**src/rtl/tdm_demux8_pkg.sv**
```systemverilog
// tdm_demux8 shared constants and state encoding.
// TDM_PARITY_EN adds a ninth parity beat to every frame.
package tdm_pkg;

  localparam int NSLOTS = 8;
  localparam int SLOT_IDX_W = 3;

`ifdef TDM_PARITY_EN
  localparam int FRAME_LEN = NSLOTS + 1;
`else
  localparam int FRAME_LEN = NSLOTS;
`endif

  // One extra index bit once the parity beat is counted.
  localparam int CNT_W =
    (FRAME_LEN > NSLOTS) ? SLOT_IDX_W + 1 : SLOT_IDX_W;

  typedef enum logic {
    HUNT = 1'b0,
    RUN  = 1'b1
  } state_e;

endpackage

```
**src/rtl/tdm_demux8_if.sv**
```systemverilog
// Slot-stream input and frame-output bundle for tdm_demux8.
// Under TDM_PARITY_EN the bundle also carries par_err.
interface tdm_demux8_if #(
  parameter int SLOT_W = 1
);
  import tdm_pkg::*;

  logic [SLOT_W-1:0]        din;
  logic                     din_valid;
  logic                     frame_sync;
  logic [NSLOTS*SLOT_W-1:0] q;
  logic                     frame_valid;
  logic                     frame_ready;
  logic [CNT_W-1:0]         slot_idx;
  logic                     sync_err;
  logic                     overrun;
`ifdef TDM_PARITY_EN
  logic                     par_err;

  modport slave (
    input  din, din_valid, frame_sync, frame_ready,
    output q, frame_valid, slot_idx, sync_err, overrun,
    output par_err
  );

  modport master (
    output din, din_valid, frame_sync, frame_ready,
    input  q, frame_valid, slot_idx, sync_err, overrun,
    input  par_err
  );
`else
  modport slave (
    input  din, din_valid, frame_sync, frame_ready,
    output q, frame_valid, slot_idx, sync_err, overrun
  );

  modport master (
    output din, din_valid, frame_sync, frame_ready,
    input  q, frame_valid, slot_idx, sync_err, overrun
  );
`endif

endinterface

```
**src/rtl/tdm_demux8_slot_counter.sv**
```systemverilog
// Slot index tracker for tdm_demux8.
// Wraps at FRAME_LEN, reloads to 1 on sync, strobes completion.
module tdm_slot_counter #(
  parameter int FRAME_LEN = 8,
  parameter int W         = 3
) (
  input  logic         clk,
  input  logic         rst_n,
  input  logic         beat_i,
  input  logic         sync_i,
  input  logic         run_i,
  output logic [W-1:0] idx_o,
  output logic         done_o,
  output logic         resync_o
);

  localparam logic [W-1:0] LAST = W'(FRAME_LEN - 1);

  logic [W-1:0] idx_q, idx_d;
  logic         done_q, done_d;
  logic         accept;

  assign accept   = beat_i & (run_i | sync_i);
  assign resync_o = beat_i & run_i & sync_i & (idx_q != '0);

  always_comb begin
    idx_d  = idx_q;
    done_d = 1'b0;
    if (accept) begin
      unique case (1'b1)
        sync_i: idx_d = W'(1);
        (!sync_i && idx_q == LAST): begin
          idx_d  = '0;
          done_d = 1'b1;
        end
        default: idx_d = idx_q + 1'b1;
      endcase
    end
  end

  always_ff @(posedge clk) begin
    if (!rst_n) begin
      idx_q  <= '0;
      done_q <= 1'b0;
    end else begin
      idx_q  <= idx_d;
      done_q <= done_d;
    end
  end

  assign idx_o  = idx_q;
  assign done_o = done_q;

endmodule

```
**src/rtl/tdm_demux8.sv**
```systemverilog
// 1-to-8 TDM demultiplexer with valid/ready frame output.
// TDM_PARITY_EN: 9-beat frames with a parity check on delivery.
module tdm_demux8
  import tdm_pkg::*;
#(
  parameter int SLOT_W = 1
) (
  input logic          clk,
  input logic          rst_n,
  tdm_demux8_if.slave  bus
);

  localparam int FW = NSLOTS * SLOT_W;

  state_e           state_q, state_d;
  logic [FW-1:0]    shadow_q, shadow_d;
  logic [FW-1:0]    q_q, q_d;
  logic             fv_q, fv_d;
  logic             serr_q;
  logic             ovr_q, ovr_d;
  logic [CNT_W-1:0] idx;
  logic             done;
  logic             resync;
  logic             accept;
  logic             is_par;

  assign accept = bus.din_valid &
                  ((state_q == RUN) | bus.frame_sync);

  tdm_slot_counter #(
    .FRAME_LEN (FRAME_LEN),
    .W         (CNT_W)
  ) u_cnt (
    .clk      (clk),
    .rst_n    (rst_n),
    .beat_i   (bus.din_valid),
    .sync_i   (bus.frame_sync),
    .run_i    (state_q == RUN),
    .idx_o    (idx),
    .done_o   (done),
    .resync_o (resync)
  );

`ifdef TDM_PARITY_EN
  logic [SLOT_W-1:0] par_q, par_d;
  logic              perr_q, perr_d;
  logic [SLOT_W-1:0] acc;

  assign is_par = (idx == CNT_W'(NSLOTS));

  always_comb begin
    acc = par_q;
    for (int k = 0; k < NSLOTS; k++)
      acc = acc ^ shadow_q[k*SLOT_W +: SLOT_W];
  end

  always_comb begin
    par_d = par_q;
    if (accept && !bus.frame_sync && is_par)
      par_d = bus.din;
  end
`else
  assign is_par = 1'b0;
`endif

  always_comb begin
    state_d  = state_q;
    shadow_d = shadow_q;
    if (bus.din_valid && bus.frame_sync)
      state_d = RUN;
    // A sync beat always restarts the frame from a clean shadow.
    if (accept) begin
      if (bus.frame_sync) begin
        shadow_d = '0;
        shadow_d[0 +: SLOT_W] = bus.din;
      end else if (!is_par) begin
        shadow_d[int'(idx)*SLOT_W +: SLOT_W] = bus.din;
      end
    end
  end

  always_comb begin
    q_d   = q_q;
    fv_d  = fv_q;
    ovr_d = ovr_q;
`ifdef TDM_PARITY_EN
    perr_d = perr_q;
`endif
    unique case (1'b1)
      (done && (!fv_q || bus.frame_ready)): begin
        q_d  = shadow_q;
        fv_d = 1'b1;
`ifdef TDM_PARITY_EN
        perr_d = (acc != '0);
`endif
      end
      (done && fv_q && !bus.frame_ready): ovr_d = 1'b1;
      (!done && bus.frame_ready):         fv_d  = 1'b0;
      default: ;
    endcase
  end

  always_ff @(posedge clk) begin
    if (!rst_n) begin
      state_q  <= HUNT;
      shadow_q <= '0;
      q_q      <= '0;
      fv_q     <= 1'b0;
      serr_q   <= 1'b0;
      ovr_q    <= 1'b0;
`ifdef TDM_PARITY_EN
      par_q    <= '0;
      perr_q   <= 1'b0;
`endif
    end else begin
      state_q  <= state_d;
      shadow_q <= shadow_d;
      q_q      <= q_d;
      fv_q     <= fv_d;
      serr_q   <= resync;
      ovr_q    <= ovr_d;
`ifdef TDM_PARITY_EN
      par_q    <= par_d;
      perr_q   <= perr_d;
`endif
    end
  end

  assign bus.q           = q_q;
  assign bus.frame_valid = fv_q;
  assign bus.slot_idx    = idx;
  assign bus.sync_err    = serr_q;
  assign bus.overrun     = ovr_q;
`ifdef TDM_PARITY_EN
  assign bus.par_err     = perr_q;
`endif

endmodule

```
**src/flat_wrapper.sv**
```systemverilog
// flat-port wrapper written by rule: the top's interface ports become plain ports
module tdm_demux8_flat import tdm_pkg::*;
#(
  parameter int SLOT_W = 1
)
  (clk, rst_n, bus_din, bus_din_valid, bus_frame_sync, bus_frame_ready, bus_q, bus_frame_valid, bus_slot_idx, bus_sync_err, bus_overrun);
  tdm_demux8_if #(.SLOT_W(SLOT_W)) bus_i ();
  input logic clk;
  input logic rst_n;
  input wire logic [$bits(bus_i.din)-1:0] bus_din;
  input wire logic [$bits(bus_i.din_valid)-1:0] bus_din_valid;
  input wire logic [$bits(bus_i.frame_sync)-1:0] bus_frame_sync;
  input wire logic [$bits(bus_i.frame_ready)-1:0] bus_frame_ready;
  output wire logic [$bits(bus_i.q)-1:0] bus_q;
  output wire logic [$bits(bus_i.frame_valid)-1:0] bus_frame_valid;
  output wire logic [$bits(bus_i.slot_idx)-1:0] bus_slot_idx;
  output wire logic [$bits(bus_i.sync_err)-1:0] bus_sync_err;
  output wire logic [$bits(bus_i.overrun)-1:0] bus_overrun;
  assign bus_i.din = bus_din;
  assign bus_i.din_valid = bus_din_valid;
  assign bus_i.frame_sync = bus_frame_sync;
  assign bus_i.frame_ready = bus_frame_ready;
  assign bus_q = bus_i.q;
  assign bus_frame_valid = bus_i.frame_valid;
  assign bus_slot_idx = bus_i.slot_idx;
  assign bus_sync_err = bus_i.sync_err;
  assign bus_overrun = bus_i.overrun;
  tdm_demux8 #(.SLOT_W(SLOT_W)) u_core (.clk(clk), .rst_n(rst_n), .bus(bus_i));
endmodule
```
**config.mk**
```make
export PLATFORM = sky130hd
export DESIGN_NAME = tdm_demux8_flat
export DESIGN_NICKNAME = d
export VERILOG_FILES = /design/src/rtl/tdm_demux8_pkg.sv /design/src/rtl/tdm_demux8_if.sv /design/src/rtl/tdm_demux8_slot_counter.sv /design/src/rtl/tdm_demux8.sv /design/src/flat_wrapper.sv
export SDC_FILE = /design/constraint.sdc
export NUM_CORES = 1
export LEC_CHECK = 0
export CORE_MARGIN = 2
export CORE_UTILIZATION = 51
export DETAILED_ROUTE_END_ITERATION = 12
export PLACE_DENSITY = 0.77
export SLEW_MARGIN = 30
export SYNTH_ARGS = -nofsm -noshare
export SYNTH_HDL_FRONTEND = slang
export SYNTH_HIERARCHICAL = 1
export SYNTH_SLANG_ARGS = --single-unit
```
**constraint.sdc**
```tcl
create_clock -name clk -period 2.6 [get_ports clk]
set_input_delay 0.39 -clock clk [delete_from_list [all_inputs] [get_ports clk]]
set_output_delay 0.39 -clock clk [all_outputs]
set_load 0.05 [all_outputs]
```
==> impl_metrics.toml, run 1 <==
[timing]
fmax_ghz = 0.461
tns_ns = 0
finalCritPeriodShare_pct = 83.4
worst_pin_slew_ns = 0.629
finalCriticalPeriod_ns = 2.17
skew_ns = 0.00860
fin_hold_ws_ns = 0.474
relSlewSlack_pct = 57.4
hold_viol = 0
rsz0062_at_grt = "no"
slew_viol_final = 0
setup_viol = 0

[yosys]
syn_avg_cell_area_sq_um = 8.83
synth.distinct_cells = 31
synth_area_leaders = "dfxtp_1 42%, ha_1 8.6%, o311ai_0 5.3%"
synth_top_area_cell = "dfxtp_1"
ys_seq_area_share_pct = 41.5
synthAdderAreaFrac_pct = 8.65
synth-seq-cells = 24
muxShareOfSynthArea_pct = 2.59
synthSimpleGateAreaFrac_pct = 17.8
synth_area_sq_um = 1160
syn-num-nets = 145
synth_top_flop_cell = "dfxtp_1"
yosysTopAreaCellShare_pct = 41.5
synth_top_family_by_area = "compound AO/OA/AOI/OAI gates"
synthCells = 131
synth_xor_area_share_pct = 0
synth_compound_area_share_pct = 23.8
yosys_warnings = 6
synth_edf_count = 0
ys_async_sr_fraction_pct = 0

[power]
p_leak_uw = 0.000504
power.density_nw_per_um2 = 451
irDropWorstVdd_mv = 0.316

[cts]
cts_tree = "yes"
cts.path.max_buffers = 2
clkSlewWorstSetupHoldPaths_ns = 0.13
root_buffer = "clkbuf_4"
post-cts-setup-buffers = 0
cts_sinks = 24
clk_latency_ns = 0.31
cts_buffers = 3
htree_levels = 1
cts_resized = 0
cts_hold_buf = 0

[critical_path]
critPathLaunchType = "flop"
r2r_setup_slack_ns = 0.43
path_max_fanout = 10
arrival_ns = 2.38
reg2reg_to = "u_core/shadow_q[0]"
required_ns = 2.82
rr_startpoint = "u_core/u_cnt/idx_o[1]"
ff2ff_path_depth = 6
critPathCaptureType = "flop"
crit_type = "flop to flop"

[job]
cap_violations = 0

[drt]
firstDrtPassIters = 4
drtIter0Drc = 21
antenna_left = 0
wl_per_cell_microns = 12.4
num_vias = 978
drc = 0
wl_microns = 2240
viasPerCell = 5.40

[finish]
antenna_cells = 0
syn_to_final_growth_pct = 23.5
final_cells = 181
layout_common_cells = "24 x dfxtp_1, 19 x clkdlybuf4s50_1, 12 x inv_1, 12 x a21oi_1, 11 x nand2_1"
final_common_cell = "dfxtp_1"
drive_gt1_share_pct = 7.19
fin_util_pct = 65.9
nets = 168
design_area_sq_um = 1430

[global_routing]
first_global_vias = 841
grt-busiest-layer = "met2"
gr-usage-met1_pct = 23.1
grtUsageTotal_pct = 18.0
grt_pass1_wl_microns = 3710
grtUsageMet3_pct = 3.16
met2_usage_pct = 30.8
grt_max_degree = 14
grt_overflow = 0
antenna_found_initial = 0

[placed_design]
port_buffers = 19
finalWeightedCongestion = 0.798
place_inst = 177
placedInstanceArea_sq_um = 1390
post-dp-hpwl_microns = 1740

[floorplan]
die_w_microns = 51.6
num_rows = 17
dieArea_sq_um = 2670
initial_core_util_pct = 53.3
die_h_microns = 51.6
ios = 20
core_sq_um = 2170

[worst_hold_path]
hold_depth = 2
min_from = "u_core/shadow_q[3]"
hp-class = "flop to flop"
hold_path_end = "u_core/bus.q[3]"

[outcome]
status = "finished clean"
logic make-up (layout without fill, tap and decap cells):
group                    after synthesis  in the layout
multiplexers                           3              3
adder cells (fa/ha/maj)                8              8
buffers and inverters                 17             39
AND/OR/NAND/NOR                       38             38
AO/OA/AOI/OAI                         41             41
flip-flops                            24             24
layout make-up:
cell class	count	area [sq um]
Clock buffer	4	36.3
Sequential cell	24	480
Multi-Input combinational cell	90	612
Fill cell	190	741
Tap cell	28	35.0
Inverter	12	45.0
Timing Repair Buffer	23	220
cell usage after synthesis (2+ instances only):
master and instances:
inv_1 12, o31ai_1 2, o311ai_0 7, o21ai_0 9, or3_1 2, nand2b_1 4
nor2_1 3, nand3_1 9, nand2_1 11, o41ai_1 4, ha_1 8, clkbuf_1 4
a21oi_1 12, mux2i_1 3, nand4bb_1 2, dfxtp_1 24
report_power, final:
| part | switching [uW] | internal, uW | total, uW |
|---|---|---|---|
| Combinational | 44.3 | 31.5 | 75.8 |
| Sequential | 4.10 | 371 | 376 |
| Clock | 108 | 85.4 | 194 |
| Total | 157 | 488 | 645 |
layer usage:
metal  wire length [microns]  vias up  part of all wire [%]
li1                        -      521                     -
met1                    1070      437                    48
met2                    1060       18                    47
met3                      96        2                   4.3
met4                      14        0                  0.63
met5                       0        -                     0
worst max-delay path, cell delays in order, from the launching register on:
cell and delay, ns:
dfxtp_1 0.53, inv_1 0.15, ha_1 0.21, ha_1 0.40, or3b_1 0.40, o31a_1 0.27, mux2i_1 0.12
through the flow:
step / worst slack, ns / power [uW]
6_report: 0.432 / 645
5_1_grt: 0.279 / 672
4_1_cts: 0.451 / 648
3_5_place_dp: 0.478 / 458
3_3_place_gp: 0.515 / 456
2_1_floorplan: 0.148 / 427
how the worst max path moves through the flow:
stage	startpoint	endpoint	slack (ns)	cells past startpoint
after detailed placement	u_core/u_cnt/idx_o[1]	u_core/shadow_q[0]	0.48	6
after CTS	u_core/u_cnt/idx_o[1]	u_core/shadow_q[0]	0.45	6
after floorplan	u_core/u_cnt/idx_o[0]	u_core/shadow_q[0]	0.15	7
final	u_core/u_cnt/idx_o[1]	u_core/shadow_q[0]	0.43	6
after global placement	u_core/u_cnt/idx_o[1]	u_core/shadow_q[0]	0.52	6
after global routing	u_core/u_cnt/idx_o[1]	u_core/shadow_q[4]	0.28	6
sequential cells by signal, indices dropped and copies added, names as in the netlist:
register,cells
u_core/u_cnt/done_o,1
u_core/state_q,1
u_core/bus.overrun,1
u_core/bus.q,8
u_core/bus.sync_err,1
u_core/bus.frame_valid,1
u_core/shadow_q,8
u_core/u_cnt/idx_o,3
(Power assumes the default switching activity.)
==> inputs of run 2 (changes only) <==
- clock period: 2.6 -> 2.05 ns (I/O delays scaled with it)
==> run 2 against run 1 <==
Against the previous run:
- sequential share of layout area grew 0.082 points
- register-to-register slack got worse by 0.31 ns
- clock power is 29% higher
- die area unchanged
- maximum frequency up 12%
- cell count increased by 0.55%
- first-iteration DRC count fell by 14%
- combinational power is 26% higher
- clock skew decreased by 0.0062 ns
- via count is 5.4% higher
- design area grew 1.6%
- count of clock-buffer cells in the layout stayed put
- critical path type unchanged
- critical endpoint unchanged
==> impl_metrics.toml, run 2 (synthesis results as in run 1) <==
[finish]
syn_to_final_growth_pct = 25.4
fillers = 191
drive_gt1_share_pct = 10.4
fin_util_pct = 66.9
nets = 169
antenna_cells = 0
final_common_cell = "dfxtp_1"
layout_common_cells = "21 x dfxtp_1, 19 x clkdlybuf4s50_1, 12 x inv_1, 12 x a21oi_1, 11 x nand2_1"

[drt]
firstDrtPassIters = 4
num_vias = 1031
viasPerCell = 5.66
drtIter0Drc = 18
wl_microns = 2450
drc = 0
antenna_left = 0
wl_per_cell_microns = 13.4

[critical_path]
path_max_fanout = 13
critPathLaunchType = "flop"
arrival_ns = 2.16
crit_type = "flop to flop"
critPathCaptureType = "flop"
required_ns = 2.28

[cts]
cts_tree = "yes"
cts_buffers = 3
cts_resized = 0
post-cts-setup-buffers = 0
cts_sinks = 24
cts.path.max_buffers = 2
cts_hold_buf = 0
root_buffer = "clkbuf_4"
htree_levels = 1
clkSlewWorstSetupHoldPaths_ns = 0.13
clk_latency_ns = 0.32

[global_routing]
antenna_found_initial = 0
first_global_vias = 977
grt_max_degree = 14
grtUsageTotal_pct = 21.5
grt_overflow = 0
grt_pass1_wl_microns = 4220

[placed_design]
finalWeightedCongestion = 0.820
post-dp-hpwl_microns = 1830
preCtsSetupSlack_ns = 0.152
port_buffers = 19

[floorplan]
initial_core_util_pct = 53.3
die_w_microns = 51.6
die_h_microns = 51.6
ios = 20
core_sq_um = 2170
num_rows = 17
dieArea_sq_um = 2670

[outcome]
status = "finished clean"

[timing]
slew_viol_final = 0
fin_hold_ws_ns = 0.476
worst_pin_slew_ns = 0.718
setup_viol = 0
finalCriticalPeriod_ns = 1.93
relSlewSlack_pct = 51.4
finalCritPeriodShare_pct = 94.1
fmax_ghz = 0.518
setup_ws_ns = 0.121
tns_ns = 0
hold_viol = 0
skew_ns = 0.00240
rsz0062_at_grt = "no"

[power]
irDropWorstVdd_mv = 0.408
p_leak_uw = 0.000511
power.density_nw_per_um2 = 570

[job]
cap_violations = 0

[worst_hold_path]
hp-class = "flop to flop"
[run 2: changes by cell type in the layout (fill, tap and decap cells not counted)]
cell	change
a2111oi_0	-1
buf_4	+1
dfxtp_4	+2
a2111oi_2	+1
dfxtp_2	+1
dfxtp_1	-3
[run 2: power by group]
group,switching (uW),internal [uW],total (uW)
registers,10.1,470,480
clock network,142,109,251
logic,54.3,41.5,95.8
total,207,620,827
[run 2: area by class of cell]
cell class              count  area, sq um  share of cell area (%)
clock buffers               4         36.3                    2.50
inverters                  12         45.0                    3.10
multi-input cells          90          618                    42.6
flip-flops and latches     24          489                    33.7
well taps                  28         35.0                    2.41
repair buffers             24          228                    15.7
[run 2: per-stage QoR]
stage	total power, uW	cell area, sq um	std cells
2_1_floorplan	541	1170	131
3_3_place_gp	581	1410	178
3_5_place_dp	583	1410	178
4_1_cts	832	1450	182
5_1_grt	860	1450	182
6_report	827	1450	182
[run 2: path summary, 6_finish.rpt]
kind / start / end / slack, ns / cells past startpoint
max: u_core/u_cnt/idx_o[0] / u_core/shadow_q[0] / 0.12 / 6
min: u_core/shadow_q[6] / u_core/bus.q[6] / 0.48 / 2
max reg2reg: u_core/u_cnt/idx_o[0] / u_core/shadow_q[0] / 0.12 / 6
min reg2reg: u_core/shadow_q[6] / u_core/bus.q[6] / 0.48 / 2
[run 2: critical path, cell delays in order, from the launching register on]
cell     delay, ns
dfxtp_4       0.44
inv_1         0.10
ha_1          0.21
ha_1          0.35
or3b_1        0.36
o31a_1        0.26
mux2i_1       0.12
[run 2: metal layers]
metal	wire [microns]	global-route usage [%]
met1	1100	25.7
met5	0	0
met4	87	14.5
met2	1120	34.6
met3	135	4.31
